### src/rtl/traffic_monitor.sv
// Passive protocol checker for a UK red/amber/green lamp interface.
// Define TRAFFIC_MON_STUCK_EN to build the hold counter and STUCK detection.
module traffic_monitor #(
  parameter int CNT_W    = 8,
  parameter int MAX_HOLD = 16
) (
  input  logic             clk,
  input  logic             rst,
  input  logic             red,
  input  logic             amber,
  input  logic             green,
  input  logic             clr,
  output logic             locked,
  output logic [1:0]       phase,
  output logic             err,
  output logic [1:0]       err_code,
  output logic [CNT_W-1:0] cycles
);

  typedef enum logic {UNSYNC = 1'b0, LOCKED = 1'b1} state_t;

  localparam logic [1:0] PH_R  = 2'd0;
  localparam logic [1:0] PH_RA = 2'd1;
  localparam logic [1:0] PH_G  = 2'd2;
  localparam logic [1:0] PH_A  = 2'd3;

  localparam logic [1:0] CODE_NONE    = 2'd0;
  localparam logic [1:0] CODE_ILLEGAL = 2'd1;
  localparam logic [1:0] CODE_BADSEQ  = 2'd2;
  localparam logic [1:0] CODE_STUCK   = 2'd3;

  if (MAX_HOLD < 1) begin : g_bad_max_hold
    $error("traffic_monitor: MAX_HOLD must be at least 1");
  end

  state_t           state, state_nx;
  logic [1:0]       phase_nx;
  logic [CNT_W-1:0] cycles_nx;
  logic             legal;
  logic [1:0]       dec;
  logic [1:0]       succ;
  logic             illegal_hit;
  logic             seq_hit;
  logic             stuck_hit;
  logic             new_err;
  logic [1:0]       cause;

  always_comb begin
    legal = 1'b1;
    dec   = PH_R;
    unique case ({red, amber, green})
      3'b100:  dec = PH_R;
      3'b110:  dec = PH_RA;
      3'b001:  dec = PH_G;
      3'b010:  dec = PH_A;
      default: legal = 1'b0;
    endcase
  end

  // The legal sequence R->RA->G->A->R is exactly phase+1 modulo 4.
  assign succ = phase + 2'd1;

  always_comb begin
    state_nx    = state;
    phase_nx    = phase;
    cycles_nx   = cycles;
    illegal_hit = 1'b0;
    seq_hit     = 1'b0;
    unique case (state)
      UNSYNC: begin
        if (legal) begin
          state_nx = LOCKED;
          phase_nx = dec;
        end
      end
      LOCKED: begin
        if (!legal) begin
          illegal_hit = 1'b1;
          state_nx    = UNSYNC;
        end else if (dec != phase) begin
          phase_nx = dec;
          if (dec != succ) begin
            seq_hit = 1'b1;
          end else if ((phase == PH_A) && (cycles != {CNT_W{1'b1}})) begin
            cycles_nx = cycles + CNT_W'(1);
          end
        end
      end
      default: state_nx = UNSYNC;
    endcase
  end

`ifdef TRAFFIC_MON_STUCK_EN
  localparam int HW = $clog2(MAX_HOLD + 1);
  localparam logic [HW-1:0] HOLD_MAX = HW'(MAX_HOLD);

  logic [HW-1:0] hold_cnt, hold_nx;
  logic          hold_sample;

  // Counter saturates at MAX_HOLD so STUCK fires once per hold.
  always_comb begin
    hold_sample = (state == LOCKED) && legal && (dec == phase);
    hold_nx     = '0;
    stuck_hit   = 1'b0;
    if (hold_sample) begin
      hold_nx   = (hold_cnt == HOLD_MAX) ? hold_cnt : hold_cnt + HW'(1);
      stuck_hit = (hold_cnt == HOLD_MAX - HW'(1));
    end
  end

  always_ff @(posedge clk) begin
    if (rst) hold_cnt <= '0;
    else     hold_cnt <= hold_nx;
  end
`else
  assign stuck_hit = 1'b0;
`endif

  assign new_err = illegal_hit | seq_hit | stuck_hit;

  always_comb begin
    cause = CODE_NONE;
    if (illegal_hit)    cause = CODE_ILLEGAL;
    else if (seq_hit)   cause = CODE_BADSEQ;
    else if (stuck_hit) cause = CODE_STUCK;
  end

  always_ff @(posedge clk) begin
    if (rst) begin
      state    <= UNSYNC;
      phase    <= PH_R;
      cycles   <= '0;
      err      <= 1'b0;
      err_code <= CODE_NONE;
    end else begin
      state  <= state_nx;
      phase  <= phase_nx;
      cycles <= cycles_nx;
      // A new error overrides a simultaneous clr; otherwise the first cause is held.
      if (new_err && (!err || clr)) begin
        err      <= 1'b1;
        err_code <= cause;
      end else if (clr) begin
        err      <= 1'b0;
        err_code <= CODE_NONE;
      end
    end
  end

  assign locked = (state == LOCKED);

endmodule

### config.mk
export PLATFORM = sky130hd
export DESIGN_NAME = traffic_monitor
export DESIGN_NICKNAME = d
export VERILOG_FILES = /design/src/rtl/traffic_monitor.sv
export SDC_FILE = /design/constraint.sdc
export NUM_CORES = 1
export LEC_CHECK = 0
export BUFFER_PORTS_ARGS = -buffer_cell sky130_fd_sc_hd__buf_2
export CAP_MARGIN = 20
export CORE_MARGIN = 2
export CORE_UTILIZATION = 30
export DETAILED_ROUTE_END_ITERATION = 7
export MAX_ROUTING_LAYER = met4
export SYNTH_ARGS = -nofsm -noshare
export SYNTH_HDL_FRONTEND = slang
export SYNTH_SLANG_ARGS = --single-unit
### constraint.sdc
create_clock -name clk -period 3.47 [get_ports clk]
set_clock_uncertainty 0.2 [all_clocks]
set_input_delay 0.1735 -clock clk [delete_from_list [all_inputs] [get_ports clk]]
set_output_delay 0.1735 -clock clk [all_outputs]
set_load 0.02 [all_outputs]
* Yosys cells after proc, flatten, opt, wreduce, memory -nomap -nowiden
Cells that the tools add are included.
Word-level totals: register bits 14, input port bits 6, output and inout port bits 14, word-level logic and storage cells 48
Operators by class: add/subtract/negate cells 2, equal/unequal tests 11, muxes and demuxes 19, bitwise logic cells 3, reduce and logical (&&, ||, !) cells 8
Operators by type and width (number):
- $mux 2 | 7
- $mux 1 | 10
- $add 8x1->8 const B | 1
- $ne 8x8->1 const B | 1
- $eq 3x3->1 const B | 2
- $pmux 2 s3 | 1
- $reduce_and 5->1 | 1
- $ne 2x1->1 const B | 2
- $ne 2x2->1 | 2
- $pmux 2 s2 | 1
- $reduce_or 4->1 | 1
- $eq 3x1->1 const B | 1
- $eq 3x2->1 const B | 1
- $reduce_and 3->1 | 1
- $add 2x1->2 const B | 1
- $eq 2x2->1 const B | 1
- $logic_and 1x1->1 | 2
- $ne 2x2->1 const B | 1
- $not 1->1 | 2
- $reduce_bool 2->1 | 1
- $logic_not 1->1 | 1
- $logic_or 1x1->1 | 1
- $or 1x1->1 | 1

* Logic depth before layout (Yosys ltp)
Gate-level depths: netlist of the first run.
depth after elaboration 10, gate-level depth with buffers 6, gate-level depth less buffers 6

* Least setup slack after synthesis of the first run
Ideal clock, no wire load.
kind register -> register, from reg phase[0], to reg cycles[3], library setup time 0.123 ns, arrival 2.016 ns, data required time 3.147 ns, slack 1.131 ns, stages on the path, launching flop included 7, path buffers 0, period minus slack after synthesis 2.339 ns, cells stage by stage dfxtp_1 > ha_1 > xor2_1 > a31o_2 > a31oi_2 > nor4_1 > mux2_1
Between the ends: word-level cells in the longest chain between the ends 4, elaborated cells on any way between the ends 7, those cells by class add/sub: 1; eq/ne: 3; bitwise: 1; reduce/logical: 2
Ends and longest elaborated chain:
- from (decl) | line 14 | output logic [1:0] phase,
- from (signal assigned) | line 137 | phase <= phase_nx;
- $add 2x1->2 | line 61 | assign succ = phase + 2'd1;
- $ne 2x2->1 | line 82 | if (dec != succ) begin
- $not 1->1 (no line)
- $reduce_and 5->1 (no line) (*)
- to (signal assigned) | line 138 | cycles <= cycles_nx;
- to (decl) | line 17 | output logic [CNT_W-1:0] cycles
Every way passes the cells marked *; elsewhere a longest branch is shown, timed or not. A chain may end at the register's enable or synchronous reset.

* Final worst setup path of the first run
from reg phase[0], to reg cycles[4]
The elaborated chain is that of the path after synthesis.

==> results of run 1 <==
## synth_stat cells, types with 2 or more instances
cell type	count
a21oi_1	6
clkbuf_1	2
dfxtp_1	14
ha_1	2
inv_1	3
mux2_1	4
nand2_1	4
nand2b_1	5
nand3_1	5
nor2_1	12
nor2b_1	7
nor4_1	4
nor4b_2	2
o21ai_0	2
xnor2_1	2
xor2_1	3
## worst max-delay path, cell delays in order, from the launching register on
cell     delay, ps
dfxtp_1        500
ha_1           340
xor2_1         160
a31o_2         240
a31oi_2        420
nor4_1         140
mux2_1         330
## layout by cell type (no fill, tap or decap), drive strengths merged
cell	n
nor3	2
ha	2
inv	3
mux2i	1
nor2	12
nor4b	3
a31oi	2
and3	1
nand2	4
nand3	5
o41ai	1
a31o	1
or4	1
mux2	6
a21oi	6
or3	1
xnor2	2
o31ai	1
nor4	4
nand2b	5
dlygate4sd3	1
clkbuf	4
and3b	1
o22a	1
nand4	1
xor2	3
o21ai	4
buf	19
dfxtp	14
o21a	1
nor2b	7
nand3b	1
## final cells by class
class	count	area share, %
clock buffers	4	3.490
inverters	3	1.083
flip-flops and latches	14	26.96
well taps	31	3.730
multi-input cells	79	54.63
repair buffers	20	10.11
## sequential cells by signal (all words and copies together) (netlist names)
signal,flops
locked,1
cycles,8
phase,2
err,1
err_code,2
## per-stage QoR
| stage | power [mW] | area [um2] | hold WS, ps | util (%) | setup WS, ps |
|---|---|---|---|---|---|
| 6_report | 0.3458 | 1040 | 80.87 | 37.38 | 1038 |
| 4_1_cts | 0.3531 | 1040 | 78.99 | 37.38 | 1040 |
| 5_1_grt | 0.3662 | 1040 | 106.7 | 37.38 | 863.0 |
| 2_1_floorplan | 0.2229 | 890.9 | 160.9 | - | 1131 |
| 3_5_place_dp | 0.2360 | 993.5 | 283.9 | 35.72 | 1050 |
| 3_3_place_gp | 0.2343 | 993.5 | 288.2 | 35.72 | 1123 |
## cells by family (layout without fill, tap and decap cells)
logic type               count (synthesis)  after routing  share of synthesized area, %
AND/OR/NAND/NOR                         48             48                         32.02
XOR/XNOR                                 5              5                         4.917
flip-flops                              14             14                         31.46
AO/OA/AOI/OAI                           17             17                         14.89
adder cells (fa/ha/maj)                  2              2                         2.809
multiplexers                             7              7                         9.128
buffers and inverters                    8             27                         4.775
## routing by layer
layer | track usage [%] | vias up
met5 | - | -
li1 | - | 398
met2 | 18.46 | 14
met4 | 4.983 | 0
met3 | 2.198 | 2
met1 | 15.52 | 360
## worst paths after layout
kind / endpoint / start / depth (start not counted) / slack (ps)
worst min register to register: cycles[1]$_SDFFE_PP0P_ / cycles[1]$_SDFFE_PP0P_ / 2 / 320
worst max-delay path: cycles[4]$_SDFFE_PP0P_ / phase[0]$_SDFFE_PP0P_ / 6 / 1040
worst min-delay path: locked$_SDFF_PP0_ / rst / 2 / 80
worst max register to register: cycles[4]$_SDFFE_PP0P_ / phase[0]$_SDFFE_PP0P_ / 6 / 1040
## power by group
group | switching, mW | internal [mW]
clock network | 0.0496 | 0.0637
logic | 0.0372 | 0.0238
registers | 0.00619 | 0.165
total | 0.0930 | 0.253
==> run metrics, run 1 <==
port bufs 19; Post-DRT Antenna Nets 0; core area 2781 um2; DIE AREA 3422 um2; fin crit period 2432 ps; DR iter-0 viols 32; crit path launch type register; Inst Count DP 146; register area share after synthesis 31.46%; Skew-Pair Late Insertion Delay 270 ps; chip height 58.50 um; fmax 411.2 MHz; antenna violations before repair 0; Synth area leader dfxtp_1; drt pass-1 iters 3; gr usage total 12.03%; slew margin rel. 60.95%; share of the synthesized area in the top cell type 31.46%; Layout Nets 129; Slew Limit Fails 0; post-CTS sizing 0; synth top area cells dfxtp_1, mux2_1, nor2_1, nor2b_1, nand2b_1; Layout area overhead 16.71%; CTS Buf Count 3; final setup TNS 0 ps; final worst path period share 70.08%; Data required, critical path 3430 ps; post-CTS setup buffer count 0; ys async rst share 0%; CP max FO 10; Static Leak 0.4249 nW; synthesized cell area 890.9 um2; H-tree levels 1; Power Dens Cells 332.6 nW/um2; Worst Tran Pin Value 583.8 ps; clk slew on worst S/H paths 80 ps; wire length on met3 85 um; VDD IR max 0.1571 mV; largest net degree at the start of global routing 22; routed vias/inst 5.126; Post-synth EDFFs 0; synth warn 0; Hold Fails Final Rpt 0; worst path arrival time 2400 ps; DR DRC count 0; FF/Latch Area 280.3 um2; post-DR wirelength/cell 11.89 um; highest routed layer met4; Die Span X 58.50 um; Sink Count 14; Post-synth top flop dfxtp_1; RSZ-0062 raised after global routing no; Syn Nets 109; CTS tree done; area occupied by multi-input gates 568.0 um2; Post-DP HPWL 1.332 mm; Max-Cap Viols 0; Distinct cells, synth 40; gr ovfl total 0; hold buffers post-CTS 1; status completed; Fillers 296; met2 WL 833 um; Setup violations, final 0; Crit Path Class reg -> reg; Mean Syn Cell Area 8.820 um2; CTS root buffer clkbuf_4; FP Rows 19; top-level I/O count 20; Routed WL 1.796 mm; Initial Util 32.03%; Synth Register Bits 14; vias in the first global route 705; fin cells 151; GPL Wtd Cong 0.8328; CTS Buffer Depth 2; crit path capture type register; diodes inserted 0; synthesized instance count 101; first-pass GRT wire length 3.146 mm; share of layout cells above drive strength 1 27.50%; routed via count 774; met1 WL 868 um; type of the most critical hold path in -> reg
(Power assumes the default switching activity.)
==> inputs of run 2 (changes only) <==
==> constraint.sdc (replaced) <==
create_clock -name clk -period 2 [get_ports clk]
set_clock_uncertainty 0.2 [all_clocks]
set_input_delay 0.1 -clock clk [delete_from_list [all_inputs] [get_ports clk]]
set_output_delay 0.1 -clock clk [all_outputs]
set_load 0.02 [all_outputs]
==> run 2 against run 1 <==
Against the previous run: the flow now finishes with violations (setup timing); power increased by 81%; combinational power increased to 2.6 times the previous value; count of clock-buffer cells in the layout unchanged; sequential share of layout area decreased by 3.6 points; first-iteration DRC count increased by 16%; cell area increased by 18%; sequential cell count unchanged.
==> run metrics, run 2 (synthesis gave the netlist of run 1 again) <==
post-DR wirelength/cell 14.24 um; Core Util, Final 44.22%; type of the most critical hold path in -> reg; FF-to-FF Start phase[0]$_SDFFE_PP0P_; crit path launch type register; Setup violations, final 8; CP max FO 6; chip height 58.50 um; Power Dens Cells 508.9 nW/um2; Routed WL 2.336 mm; VDD IR max 0.2839 mV; Fillers 265; top-level I/O count 20; crit path capture type register; port bufs 19; CTS root buffer clkbuf_4; routed via count 858; Initial Util 32.03%; Crit Path Class reg -> reg; Top reg by flops cycles; largest net degree at the start of global routing 22; largest registers cycles (8), err_code (2), phase (2); final worst path period share 104.2%; Layout Nets 142; antenna violations before repair 0; commonest non-fill, non-tap cells in the layout buf_2, dfxtp_1, nor2_1, buf_4, nor2b_1; CTS Buf Count 3; worst hold start amber; Static Leak 0.4863 nW; GPL Wtd Cong 0.8067; worst path arrival time 2050 ps; FP Rows 19; Crit. Startpoint phase[0]$_SDFFE_PP0P_; CTS Buffer Depth 2; core area 2781 um2; commonest non-fill, non-tap cell in the layout buf_2; Worst Tran Pin Value 531.5 ps; Largest register FFs 8; Layout area overhead 38.06%; pre-CTS setup slack -69.17 ps; DR DRC count 0; share of layout cells above drive strength 1 42.11%; final hold slack 82.24 ps; drt pass-1 iters 4; worst setup margin -83.68 ps; Post-DRT Antenna Nets 0; Area after DPL 1099 um2; Sink Count 14; Post-DP HPWL 1.429 mm; gr ovfl total 0; status finished, violations left; Slew Limit Fails 0; fmax 479.9 MHz; slew margin rel. 64.45%; CTS tree done; H-tree levels 1; Die Span X 58.50 um; RSZ-0062 raised after global routing yes; Hold Fails Final Rpt 0; Skew-Pair Late Insertion Delay 290 ps; Data required, critical path 1970 ps; Max-Cap Viols 0; Final Cell Area 1230 um2; final setup TNS -441.5 ps; clk slew on worst S/H paths 90 ps; DIE AREA 3422 um2; first-pass GRT wire length 3.905 mm; vias in the first global route 818; gr usage total 15.68%; diodes inserted 0; DR iter-0 viols 37; violated checks setup timing; fin crit period 2084 ps; routed vias/inst 5.232
-- run 2: changes by cell type in the layout (fill, tap and decap cells not counted), sizes merged --
cell and delta:
a31oi +1, buf +10, dlygate4sd3 +1, o41ai +1
-- run 2: path summary, 6_finish.rpt --
check | end | slack (ps) | depth (start not counted)
max | cycles[2]$_SDFFE_PP0P_ | -80 | 6
min | phase[1]$_SDFFE_PP0P_ | 80 | 4
max reg2reg | cycles[2]$_SDFFE_PP0P_ | -80 | 6
min reg2reg | cycles[7]$_SDFFE_PP0P_ | 310 | 2
-- run 2: metrics by stage --
stage,instances,power (mW)
global placement,155,0.4301
global route,164,0.6600
detailed placement,155,0.4327
finish,164,0.6259
CTS,164,0.6310
floorplan,101,0.3954
-- run 2: what timing repair did --
item | 4_1_cts | 5_1_grt
endpoints found under the hold margin | 5 | 0
resized for setup | 7 | 1
hold buffers | 2 | 0
gates cloned | 2 | 0
pin swaps | 7 | 1
setup endpoints to repair | 9 | 11
buffers inserted | 1 | 0
-- run 2: critical path: stages, from the launching register on --
cell     delay [ps]
dfxtp_4         380
ha_4            270
xor2_1          140
a31o_2          270
a31oi_4         280
nor4_2           80
mux2_1          330
-- run 2: area by class of cell --
cell class / count / area, um2 / area share, %
clock buffer: 4 / 26.28 / 2.136
inverter: 3 / 11.26 / 0.9156
multi-input combinational: 81 / 675.6 / 54.93
sequential: 14 / 287.8 / 23.40
tap: 31 / 38.79 / 3.154
timing repair buffer: 31 / 190.2 / 15.46
-- run 2: per-layer routing --
metal | track usage, % | vias to the layer above | part of all wire, %
met5 | - | - | 0
met4 | 6.977 | 0 | 1.8
met3 | 2.857 | 5 | 5.4
met2 | 24.40 | 23 | 45
met1 | 19.76 | 397 | 47
li1 | - | 433 | -
-- run 2: power by group --
part           leakage [nW]  internal, mW  switching, mW
registers             0.115         0.287         0.0123
clock network        0.0150        0.0776         0.0932
logic                 0.356        0.0668         0.0895
